===== config.mk =====
export PLATFORM = sky130hd
export DESIGN_NAME = eth_frame_gen
export DESIGN_NICKNAME = d
export VERILOG_FILES = /design/src/rtl/eth_pkg.sv /design/src/rtl/ones_comp_sum64.sv /design/src/rtl/eth_frame_gen.sv
export SDC_FILE = /design/constraint.sdc
export NUM_CORES = 1
export LEC_CHECK = 0
export CORE_MARGIN = 5
export CORE_UTILIZATION = 47
export CTS_CLUSTER_SIZE = 40
export DETAILED_ROUTE_END_ITERATION = 10
export GPL_TIMING_DRIVEN = 0
export PLACE_DENSITY = 0.66
export SLEW_MARGIN = 20
export SYNTH_ARGS = -nofsm -noshare
export SYNTH_HDL_FRONTEND = slang
export SYNTH_SLANG_ARGS = --single-unit

===== constraint.sdc =====
create_clock -name i_clk -period 6.7 [get_ports i_clk]
set_clock_uncertainty 0.2 [all_clocks]
set_input_delay 0.67 -clock i_clk [delete_from_list [all_inputs] [get_ports i_clk]]
set_output_delay 0.67 -clock i_clk [all_outputs]
set_load 0.05 [all_outputs]

===== src/rtl/eth_pkg.sv =====
// Shared constants, FSM state type and tkeep helper for the Ethernet/IPv4/ICMP frame generator.
package eth_pkg;
  localparam logic [15:0] ETH_TYPE_IPV4 = 16'h0800;
  localparam logic [7:0]  IP_PROTO_ICMP = 8'd1;
  localparam logic [7:0]  IP_TTL        = 8'd64;
  localparam logic [7:0]  ICMP_ECHO_REQ = 8'd8;
  localparam int          HDR_LEN       = 42;

  typedef enum logic [2:0] {S_IDLE, S_CALC, S_FOLD, S_SEND, S_GAP} state_t;

  // Byte enables for the final beat given (frame length % 8).
  function automatic logic [7:0] tkeep_from_rem(input logic [2:0] rem);
    return (rem == 3'd0) ? 8'hFF : 8'((9'd1 << rem) - 9'd1);
  endfunction
endpackage


===== src/rtl/ones_comp_sum64.sv =====
// Registered one's-complement accumulator: four 16-bit words per cycle into 32 bits,
// with a 16-bit end-around-carry fold of the running sum.
module ones_comp_sum64 (
  input  logic        clk,
  input  logic        rst,
  input  logic        en,
  input  logic        clr,
  input  logic [31:0] init,
  input  logic [63:0] data,
  output logic [15:0] fold
);
  logic [31:0] acc;
  logic [31:0] add4;
  logic [16:0] f1, f2;

  always_comb begin
    add4 = 32'(data[15:0]) + 32'(data[31:16]) + 32'(data[47:32]) + 32'(data[63:48]);
    f1   = 17'(acc[15:0]) + 17'(acc[31:16]);
    f2   = 17'(f1[15:0]) + 17'(f1[16]);
    fold = f2[15:0];
  end

  // clr restarts the sum from init in the same cycle the first words are added
  always_ff @(posedge clk)
    if (rst)     acc <= '0;
    else if (en) acc <= (clr ? init : acc) + add4;
endmodule


===== src/rtl/eth_frame_gen.sv =====
// Ethernet/IPv4/ICMP echo-request burst generator with 64-bit AXI-Stream output.
// Optional ETH_FRAME_GEN_ERR_INJECT_EN adds i_err_every to corrupt every Nth ICMP checksum.
module eth_frame_gen
  import eth_pkg::*;
#(
  parameter logic [47:0] DST_MAC     = 48'h211abcdef112,
  parameter logic [47:0] SRC_MAC     = 48'h0a0b0c0d0e0f,
  parameter logic [31:0] SRC_IP      = 32'hC0000101,
  parameter logic [31:0] DST_IP      = 32'hC0000186,
  parameter logic [15:0] ICMP_ID     = 16'h0000,
  parameter int          MAX_PAYLOAD = 1472,
  parameter int          IFG_CYCLES  = 12
) (
  input  logic        i_clk,
  input  logic        i_reset,
  input  logic        i_start,
  input  logic        i_stop,
  input  logic [15:0] i_frames,
  input  logic [10:0] i_payload_len,
`ifdef ETH_FRAME_GEN_ERR_INJECT_EN
  input  logic [7:0]  i_err_every,
`endif
  output logic        o_busy,
  output logic        o_done,
  output logic [15:0] o_frame_cnt,
  output logic        o_tx_axis_tvalid,
  output logic [63:0] o_tx_axis_tdata,
  output logic        o_tx_axis_tlast,
  output logic [7:0]  o_tx_axis_tkeep,
  input  logic        i_tx_axis_tready
);
  localparam logic [31:0] IP_CONST = 32'h4500 + 32'({IP_TTL, IP_PROTO_ICMP}) +
                                     32'(SRC_IP[31:16]) + 32'(SRC_IP[15:0]) +
                                     32'(DST_IP[31:16]) + 32'(DST_IP[15:0]);

  state_t      state;
  logic [15:0] seq, frames, gap_cnt, ip_ck, icmp_ck, ip_len;
  logic [10:0] plen, len_clamp;
  logic [11:0] flen;
  logic [7:0]  chunk, chunk_last, bidx, beat_last;
  logic        stop_pend, accept, burst_end, err_hit;
  logic [15:0] ip_fold, icmp_fold;
  logic [31:0] icmp_init;
  logic [63:0] pay_words;
  logic [7:0][7:0] pay_b, beat_b;
  logic [7:0]  hdr [64];

  assign len_clamp  = (i_payload_len > 11'(MAX_PAYLOAD)) ? 11'(MAX_PAYLOAD) : i_payload_len;
  assign flen       = 12'(plen) + 12'(HDR_LEN);
  assign ip_len     = 16'(plen) + 16'd28;
  assign chunk_last = (plen == 11'd0) ? 8'd0 : 8'(((12'(plen) + 12'd7) >> 3) - 12'd1);
  assign beat_last  = 8'(((flen + 12'd7) >> 3) - 12'd1);
  assign accept     = (state == S_IDLE) && i_start && !i_stop;
  assign burst_end  = stop_pend || i_stop || ((frames != 16'd0) && (o_frame_cnt == frames));
  assign icmp_init  = 32'({ICMP_ECHO_REQ, 8'h00}) + 32'(ICMP_ID) + 32'(seq);

  // Payload bytes of the current CALC chunk; bytes past L read as zero, which pads an odd tail.
  for (genvar j = 0; j < 8; j++) begin : g_pay
    logic [10:0] k;
    assign k        = {chunk, 3'(j)};
    assign pay_b[j] = (k < plen) ? seq[7:0] + k[7:0] : 8'h00;
  end
  for (genvar w = 0; w < 4; w++) begin : g_words
    assign pay_words[16*w +: 16] = {pay_b[2*w], pay_b[2*w+1]};
  end

  ones_comp_sum64 u_ip_sum (
    .clk(i_clk), .rst(i_reset), .en(state == S_CALC && chunk == 8'd0), .clr(1'b1),
    .init(IP_CONST), .data({ip_len, seq, 32'h0}), .fold(ip_fold)
  );
  ones_comp_sum64 u_icmp_sum (
    .clk(i_clk), .rst(i_reset), .en(state == S_CALC), .clr(chunk == 8'd0),
    .init(icmp_init), .data(pay_words), .fold(icmp_fold)
  );

  always_comb begin
    for (int i = 0; i < 64; i++) hdr[i] = 8'h00;
    for (int i = 0; i < 6; i++) begin
      hdr[i]     = DST_MAC[8*(5-i) +: 8];
      hdr[6 + i] = SRC_MAC[8*(5-i) +: 8];
    end
    hdr[12] = ETH_TYPE_IPV4[15:8];
    hdr[13] = ETH_TYPE_IPV4[7:0];
    hdr[14] = 8'h45;
    hdr[16] = ip_len[15:8];
    hdr[17] = ip_len[7:0];
    hdr[18] = seq[15:8];
    hdr[19] = seq[7:0];
    hdr[22] = IP_TTL;
    hdr[23] = IP_PROTO_ICMP;
    hdr[24] = ip_ck[15:8];
    hdr[25] = ip_ck[7:0];
    for (int i = 0; i < 4; i++) begin
      hdr[26 + i] = SRC_IP[8*(3-i) +: 8];
      hdr[30 + i] = DST_IP[8*(3-i) +: 8];
    end
    hdr[34] = ICMP_ECHO_REQ;
    hdr[36] = icmp_ck[15:8];
    hdr[37] = icmp_ck[7:0];
    hdr[38] = ICMP_ID[15:8];
    hdr[39] = ICMP_ID[7:0];
    hdr[40] = seq[15:8];
    hdr[41] = seq[7:0];
  end

  // Frame byte n lands in lane n%8 of beat n/8.
  for (genvar j = 0; j < 8; j++) begin : g_lane
    logic [11:0] n;
    assign n         = {1'b0, bidx, 3'(j)};
    assign beat_b[j] = (n < 12'(HDR_LEN)) ? hdr[n[5:0]] :
                       (n < flen)         ? seq[7:0] + 8'(n - 12'(HDR_LEN)) : 8'h00;
  end

`ifdef ETH_FRAME_GEN_ERR_INJECT_EN
  logic [7:0] err_cnt;
  assign err_hit = (i_err_every != 8'd0) && (err_cnt == i_err_every - 8'd1);
  always_ff @(posedge i_clk)
    if (i_reset || accept)    err_cnt <= 8'd0;
    else if (state == S_FOLD) err_cnt <= err_hit ? 8'd0 : err_cnt + 8'd1;
`else
  assign err_hit = 1'b0;
`endif

  always_ff @(posedge i_clk) begin
    if (i_reset) begin
      state            <= S_IDLE;
      o_busy           <= 1'b0;
      o_done           <= 1'b0;
      o_frame_cnt      <= '0;
      o_tx_axis_tvalid <= 1'b0;
      o_tx_axis_tdata  <= '0;
      o_tx_axis_tlast  <= 1'b0;
      o_tx_axis_tkeep  <= '0;
      seq              <= '0;
      frames           <= '0;
      plen             <= '0;
      chunk            <= '0;
      bidx             <= '0;
      gap_cnt          <= '0;
      ip_ck            <= '0;
      icmp_ck          <= '0;
      stop_pend        <= 1'b0;
    end else begin
      o_done <= 1'b0;
      if (i_stop && state != S_IDLE) stop_pend <= 1'b1;
      case (state)
        S_IDLE: if (accept) begin
          state       <= S_CALC;
          o_busy      <= 1'b1;
          seq         <= '0;
          frames      <= i_frames;
          o_frame_cnt <= '0;
          plen        <= len_clamp;
          chunk       <= '0;
          stop_pend   <= 1'b0;
        end
        S_CALC: if (chunk == chunk_last) state <= S_FOLD;
                else chunk <= chunk + 8'd1;
        S_FOLD: begin
          ip_ck   <= ~ip_fold;
          icmp_ck <= ~icmp_fold ^ {15'd0, err_hit};
          bidx    <= '0;
          state   <= S_SEND;
        end
        S_SEND: if (!o_tx_axis_tvalid || i_tx_axis_tready) begin
          if (o_tx_axis_tvalid && o_tx_axis_tlast) begin
            o_tx_axis_tvalid <= 1'b0;
            o_tx_axis_tlast  <= 1'b0;
            o_frame_cnt      <= o_frame_cnt + 16'd1;
            seq              <= seq + 16'd1;
            gap_cnt          <= '0;
            state            <= S_GAP;
          end else begin
            o_tx_axis_tvalid <= 1'b1;
            o_tx_axis_tdata  <= beat_b;
            o_tx_axis_tlast  <= (bidx == beat_last);
            o_tx_axis_tkeep  <= (bidx == beat_last) ? tkeep_from_rem(flen[2:0]) : 8'hFF;
            bidx             <= bidx + 8'd1;
          end
        end
        S_GAP: if (gap_cnt == 16'(IFG_CYCLES - 1)) begin
          if (burst_end) begin
            state     <= S_IDLE;
            o_busy    <= 1'b0;
            o_done    <= 1'b1;
            stop_pend <= 1'b0;
          end else begin
            state <= S_CALC;
            plen  <= len_clamp;
            chunk <= '0;
          end
        end else gap_cnt <= gap_cnt + 16'd1;
        default: state <= S_IDLE;
      endcase
    end
  end
endmodule

## Word level (Yosys, flattened, before mapping)

Index checks and enable logic that the tools add are counted.

| storage, ports and cells | value |
|---|---|
| word-level logic and storage cells | 259 |
| register bits | 267 |

| cells by class | value |
|---|---|
| reductions and logical operators | 33 |
| $lt $le $gt $ge | 33 |
| bitwise gates (word level) | 13 |
| add/sub/neg operators | 47 |
| equality and inequality tests | 18 |
| multiplexer cells | 95 |
| shift-type cells | 1 |

Operators with widths:

| operator | number |
|---|---|
| two-way mux 8 bit | 49 |
| binary-select mux 8 bit (select 6 bit) | 8 |
| adder 8 bit | 16 |
| two-way mux 16 bit | 8 |
| < comparator 11 x 12 -> 1 bit | 8 |
| one-hot mux 16 bit (2 select lines) | 3 |
| < comparator 11 bit | 8 |
| < comparator 11 x 6 -> 1 bit, second input constant | 8 |
| adder 32 x 16 -> 32 bit | 2 |
| subtractor 8 x 6 -> 8 bit, second input constant | 8 |
| >= comparator 7 bit, second input constant | 8 |
| NOT 6 -> 7 bit | 8 |
| adder 16 x 16 -> 17 bit | 3 |
| adder 16 x 1 -> 16 bit, second input constant | 3 |
| two-way mux 11 bit | 4 |
| adder 16 x 1 -> 16 bit | 2 |
| adder 18 x 32 -> 32 bit, first input constant | 1 |
| adder 32 bit | 1 |
| two-way mux 32 bit | 1 |
| NOT 16 bit | 2 |
| one-hot mux 8 bit (3 select lines) | 1 |
| subtractor 8 x 1 -> 8 bit, second input constant | 3 |
| adder 11 x 3 -> 11 bit, second input constant | 2 |
| one-hot mux 11 bit (2 select lines) | 1 |
| 34 further kinds | 82 |

## Logic depth before layout (Yosys ltp)

Gate-level depths: netlist of run 1.

| depth | value |
|---|---|
| word-level depth | 6 |
| gate-level depth with buffers | 36 |

## By module

Synthesis of run 1 repeated with hierarchy kept, for this count alone.

| unflattened totals | value |
|---|---|
| cell total of the unflattened synthesis | 3086 |
| area, all modules | 24100.6 sq um |

By module, submodules not included:

| module | cells an instance | instances | area an instance (sq um) |
|---|---|---|---|
| eth_frame_gen | 1713 | 1 | 13161.4 |
| ones_comp_sum64 at u_ip_sum | 717 | 1 | 5685.5 |
| ones_comp_sum64 at u_icmp_sum | 656 | 1 | 5253.8 |

## Worst setup path after synthesis of run 1

Ideal clock, no wire load.

| timing | value |
|---|---|
| kind | register -> register |
| from | register plen[4] |
| to | register u_icmp_sum.acc[28] |
| clock period less this slack | 7.303 ns |
| cell stages (with the launch flop) | 36 |
| arrival time | 6.975 ns |
| data required time | 6.372 ns |
| path slack | -0.603 ns |
| cells stage by stage | dfxtp_1 buf_4 buf_2 inv_1 ha_1 and3_1 a221oi_1 o21a_1 o21ai_1 or2_2 inv_1 ha_1 a21o_1 a21oi_1 o21ai_0 a2111oi_0 o41ai_1 o2111ai_1 a21oi_1 a21o_1 a21oi_1 xnor2_1 fa_1 inv_1 fa_1 inv_1 ha_1 a21o_1 a21o_1 a21oi_1 o21ai_0 a31o_2 and3_1 nand3_1 xnor2_1 nor2_1 |

| between the ends | value |
|---|---|
| cells in the longest elaborated chain, start to end | 6 |
| elaborated cells on any way between the ends | 20 |
| classes of those cells | add/sub (4); order compare (8); mux (8) |

RTL lines:

| element | RTL line | text |
|---|---|---|
| start, declared | eth_frame_gen.sv:38 | `logic [10:0] plen, len_clamp;` |
| start signal, assigned | eth_frame_gen.sv:153 | `plen <= len_clamp;` |
| start signal, assigned | eth_frame_gen.sv:189 | `plen <= len_clamp;` |
| < comparator 11 bit | eth_frame_gen.sv:61 | `assign pay_b[j] = (k < plen) ? seq[7:0] + k[7:0] : 8'h00;` |
| two-way mux 8 bit | eth_frame_gen.sv:61 |  |
| adder 16 x 16 -> 17 bit | ones_comp_sum64.sv:17 | `add4 = 32'(data[15:0]) + 32'(data[31:16]) + 32'(data[47:32]) + 32'(data[63:48]);` |
| adder 32 x 16 -> 32 bit | ones_comp_sum64.sv:17 |  |
| adder 32 x 16 -> 32 bit * | ones_comp_sum64.sv:17 |  |
| adder 32 bit * | ones_comp_sum64.sv:26 | `else if (en) acc <= (clr ? init : acc) + add4;` |
| end signal, assigned | ones_comp_sum64.sv:26 |  |
| end, declared | ones_comp_sum64.sv:12 | `logic [31:0] acc;` |

Every way passes the cells marked *; elsewhere a longest branch is shown, timed or not.
A chain may end at the register's enable or synchronous reset.

## Worst setup path after layout of run 1

| timing | value |
|---|---|
| from | register plen[8] |
| to | register u_icmp_sum.acc[31] |

The elaborated chain is that of the path after synthesis.

==> flow_summary.yaml, run 1 <==
final_layout:
  diodes: 0
  final_cells: 3347
  fin_area_um2: 23910
  regArea_um2: 5117
  syn2layout_area_growth_pct: 20.84
  multi_input_area_um2: 14250
  final_net_count: 3002
  nFillCells: 3827
  drive_gt1_frac: 0.09829
route:
  routed.top_layer: "met4"
  drcViolationCount: 0
  route.met3.wl_mm: 5.402
  via_per_inst: 6.007
  ant_nets: 0
  wirelength_mm: 76.20
  wl_met1_mm: 31.61
  initialDrtViolationCount: 1737
  drt-pass1-iter-count: 5
  vias: 20105
  wl_per_cell_um: 22.77
  wl_met2_mm: 34.76
setup_path:
  cp-end-kind: "flop"
  crit_path_start_kind: "flop"
  slowest_delay_ns: 0.51
  cp_max_fo: 8
  arrival_ns: 7.02
  cp_slowest_cell: "fa_1"
  required_ns: 6.92
  crit_type: "flop to flop"
  cpMostUsedCell: "buf_4"
  worstRegToRegCells: 41
cts:
  cts_root_buffer: "clkbuf_16"
  clkLatencyLatePin_ns: 0.59
  cts_buffer_depth: 3
  cts_buffers: 30
  clkTransAtPathRegs_ns: 0.06
  cts_sinks: 254
  hold_buffers: 0
  tritoncts: "yes"
  h-tree-depth: 1
timing:
  max_freq_mhz: 147.0
  slew_headroom: 0.1811
  period_needed_ns: 6.801
  setup_viol: 13
  tns_ns: -0.8169
  rsz0062_at_grt: "yes"
  hold_viol: 0
  final.period_utilization: 1.015
  slew_viol_final: 0
  setup_slack_ns: -0.1008
  worst_slew_pin_slew_ns: 1.228
logic_synthesis:
  ys_ff_latch: 254
  netlist_top_cells_count: "nor2_1 (271), nand2_1 (259), dfxtp_1 (254), a21oi_1 (251), o21ai_0 (147)"
  yosysSeqAreaShare: 0.2569
  synth_cells: 2578
  synth_area_um2: 19790
  yosys-top-cells-area: "dfxtp_1 (26%), ha_1 (9.0%), a21oi_1 (6.3%)"
  synth_nets: 2796
  synth_top_cell_by_area: "dfxtp_1"
  synth_edf_count: 0
  synthesis.area_per_instance_um2: 7.677
  yosysMostFrequentCell: "nor2_1"
  synthArstFlopShare: 0
  yosysWarnings: 0
  ys_types: 84
  synth_ff_type: "dfxtp_1"
  synth_top_area_frac: 0.2569
die:
  ios: 124
  core_um2: 41760
  start_util: 0.4739
  rows: 75
  dieArea_um2: 46310
  dieWidth_um: 215.2
  chipHeight_um: 215.2
global_routing:
  overflow: 0
  antenna_found_initial: 0
  grt_pass1_vias: 19265
  grt_pass1_wl_mm: 114.1
  grt_usage: 0.3126
  grt_max_degree: 17
power:
  ir_worst_vdd_uv: 224.6
  power_leakage_nw: 9.798
  p_per_area_nw_per_um2: 186.6
job:
  drv_cap: 0
run_status:
  failed_checks: "setup timing"
  status: "finished, violations left"
placement:
  hpwl_mm: 58.88
  portBuffers: 123
  dpl.cell_count: 3240
  place_area_um2: 21800
  routabilityCongestion: 0.9834
worst_hold_path:
  holdPathStages: 2
  hold_path.class: "flop to flop"
-- layout by cell type (no fill, tap or decap), types with 12 or more instances in the layout --
master,instances
o211ai_1,21
xnor2_1,134
ha_1,127
nand3_1,64
and3_1,43
nand4_1,45
nor3_1,50
a22oi_1,18
inv_1,112
or2_2,12
clkbuf_1,108
nand2_1,257
o21ai_0,139
buf_4,56
nor4_1,18
nand2b_1,23
a21oi_1,239
clkbuf_16,31
clkdlybuf4s50_1,123
or3_1,27
a21oi_2,14
o21a_1,21
xor2_1,127
dfxtp_2,14
dfxtp_1,236
mux2i_1,15
fa_1,40
and2_1,17
a31oi_1,34
nor2_1,265
a211oi_1,32
a21o_1,48
-- critical path: cells and delay by family, from the launching register on --
kind,cells,cell delay [ns]
fa+ha+maj,5,1.70
buf+inv,21,2.11
flops,1,0.32
xor+xnor,1,0.18
simple gates,6,0.76
compound gates,8,1.36
-- repair_timing --
action / 4_1_cts / 5_1_grt
setup endpoints to repair: 30 / 22
pin swaps: 53 / 56
gates resized for setup: 112 / 45
buffers inserted: 47 / 10
-- report_power, final --
group	switching, mW	total (mW)	internal, mW
registers	0.0470	1.60	1.55
clock network	0.691	1.80	1.11
logic	0.641	1.06	0.424
-- cell type report --
cell class	instances	area share
multi-input cells	2057	0.5960
flip-flops and latches	254	0.2140
repair buffers	180	0.06985
clock buffers	40	0.03673
well taps	539	0.02820
plain buffers	130	0.02381
inverters	131	0.02177
clock inverters	16	0.009679
-- logic make-up (layout without fill, tap and decap cells) --
family / count (synthesis) / in the layout / share of synthesized area
fa+ha+maj: 187 / 187 / 0.1344
compound gates: 686 / 686 / 0.2133
mux: 20 / 20 / 0.01062
buf+inv: 267 / 497 / 0.05203
simple gates: 893 / 893 / 0.2121
flops: 254 / 254 / 0.2569
xor+xnor: 271 / 271 / 0.1206
-- sequential cells by signal (all words and copies together), names as in the netlist, 3 cells and up --
signal and cells:
o_tx_axis_tkeep 8, u_icmp_sum.acc 32, o_frame_cnt 16, frames 16, gap_cnt 16, state 3, ip_ck 16, bidx 8
o_tx_axis_tdata 64, icmp_ck 16, seq 16, chunk 8, u_ip_sum.acc 19, plen 11
-- per-stage QoR --
| stage | power [mW] | hold WS, ns | worst slack [ns] | utilization |
|---|---|---|---|---|
| 2_1_floorplan | 2.297 | 0.2312 | 0.01211 | - |
| 3_3_place_gp | 2.550 | 0.2413 | -2.625 | 0.5215 |
| 3_5_place_dp | 2.569 | 0.2454 | -2.626 | 0.5219 |
| 4_1_cts | 4.418 | 0.2521 | -0.001158 | 0.5666 |
| 5_1_grt | 4.644 | 0.2772 | -0.4245 | 0.5727 |
| 6_report | 4.464 | 0.2490 | -0.1008 | 0.5727 |
-- per-layer routing --
metal  vias to the layer above  global-route usage
li1                       9463                   -
met1                      9646              0.4031
met2                       808              0.5175
met3                       188             0.04334
met4                         0              0.1502
met5                         -                   0
-- final timing paths --
check,from,end,slack [ns]
hold / removal,o_tx_axis_tdata[19],o_tx_axis_tdata[19],0.25
setup reg to reg,plen[8],u_icmp_sum.acc[31],-0.10
setup / recovery,plen[8],u_icmp_sum.acc[31],-0.10
hold reg to reg,o_tx_axis_tdata[19],o_tx_axis_tdata[19],0.25
No activity file was read; power rests on OpenSTA's default activity.
==> run 2, diff against run 1 <==
- HOLD_SLACK_MARGIN: default -> 0.08
==> results of run 2 <==
Same layout as run 1: the final DEF is identical, and so are final timing and power.
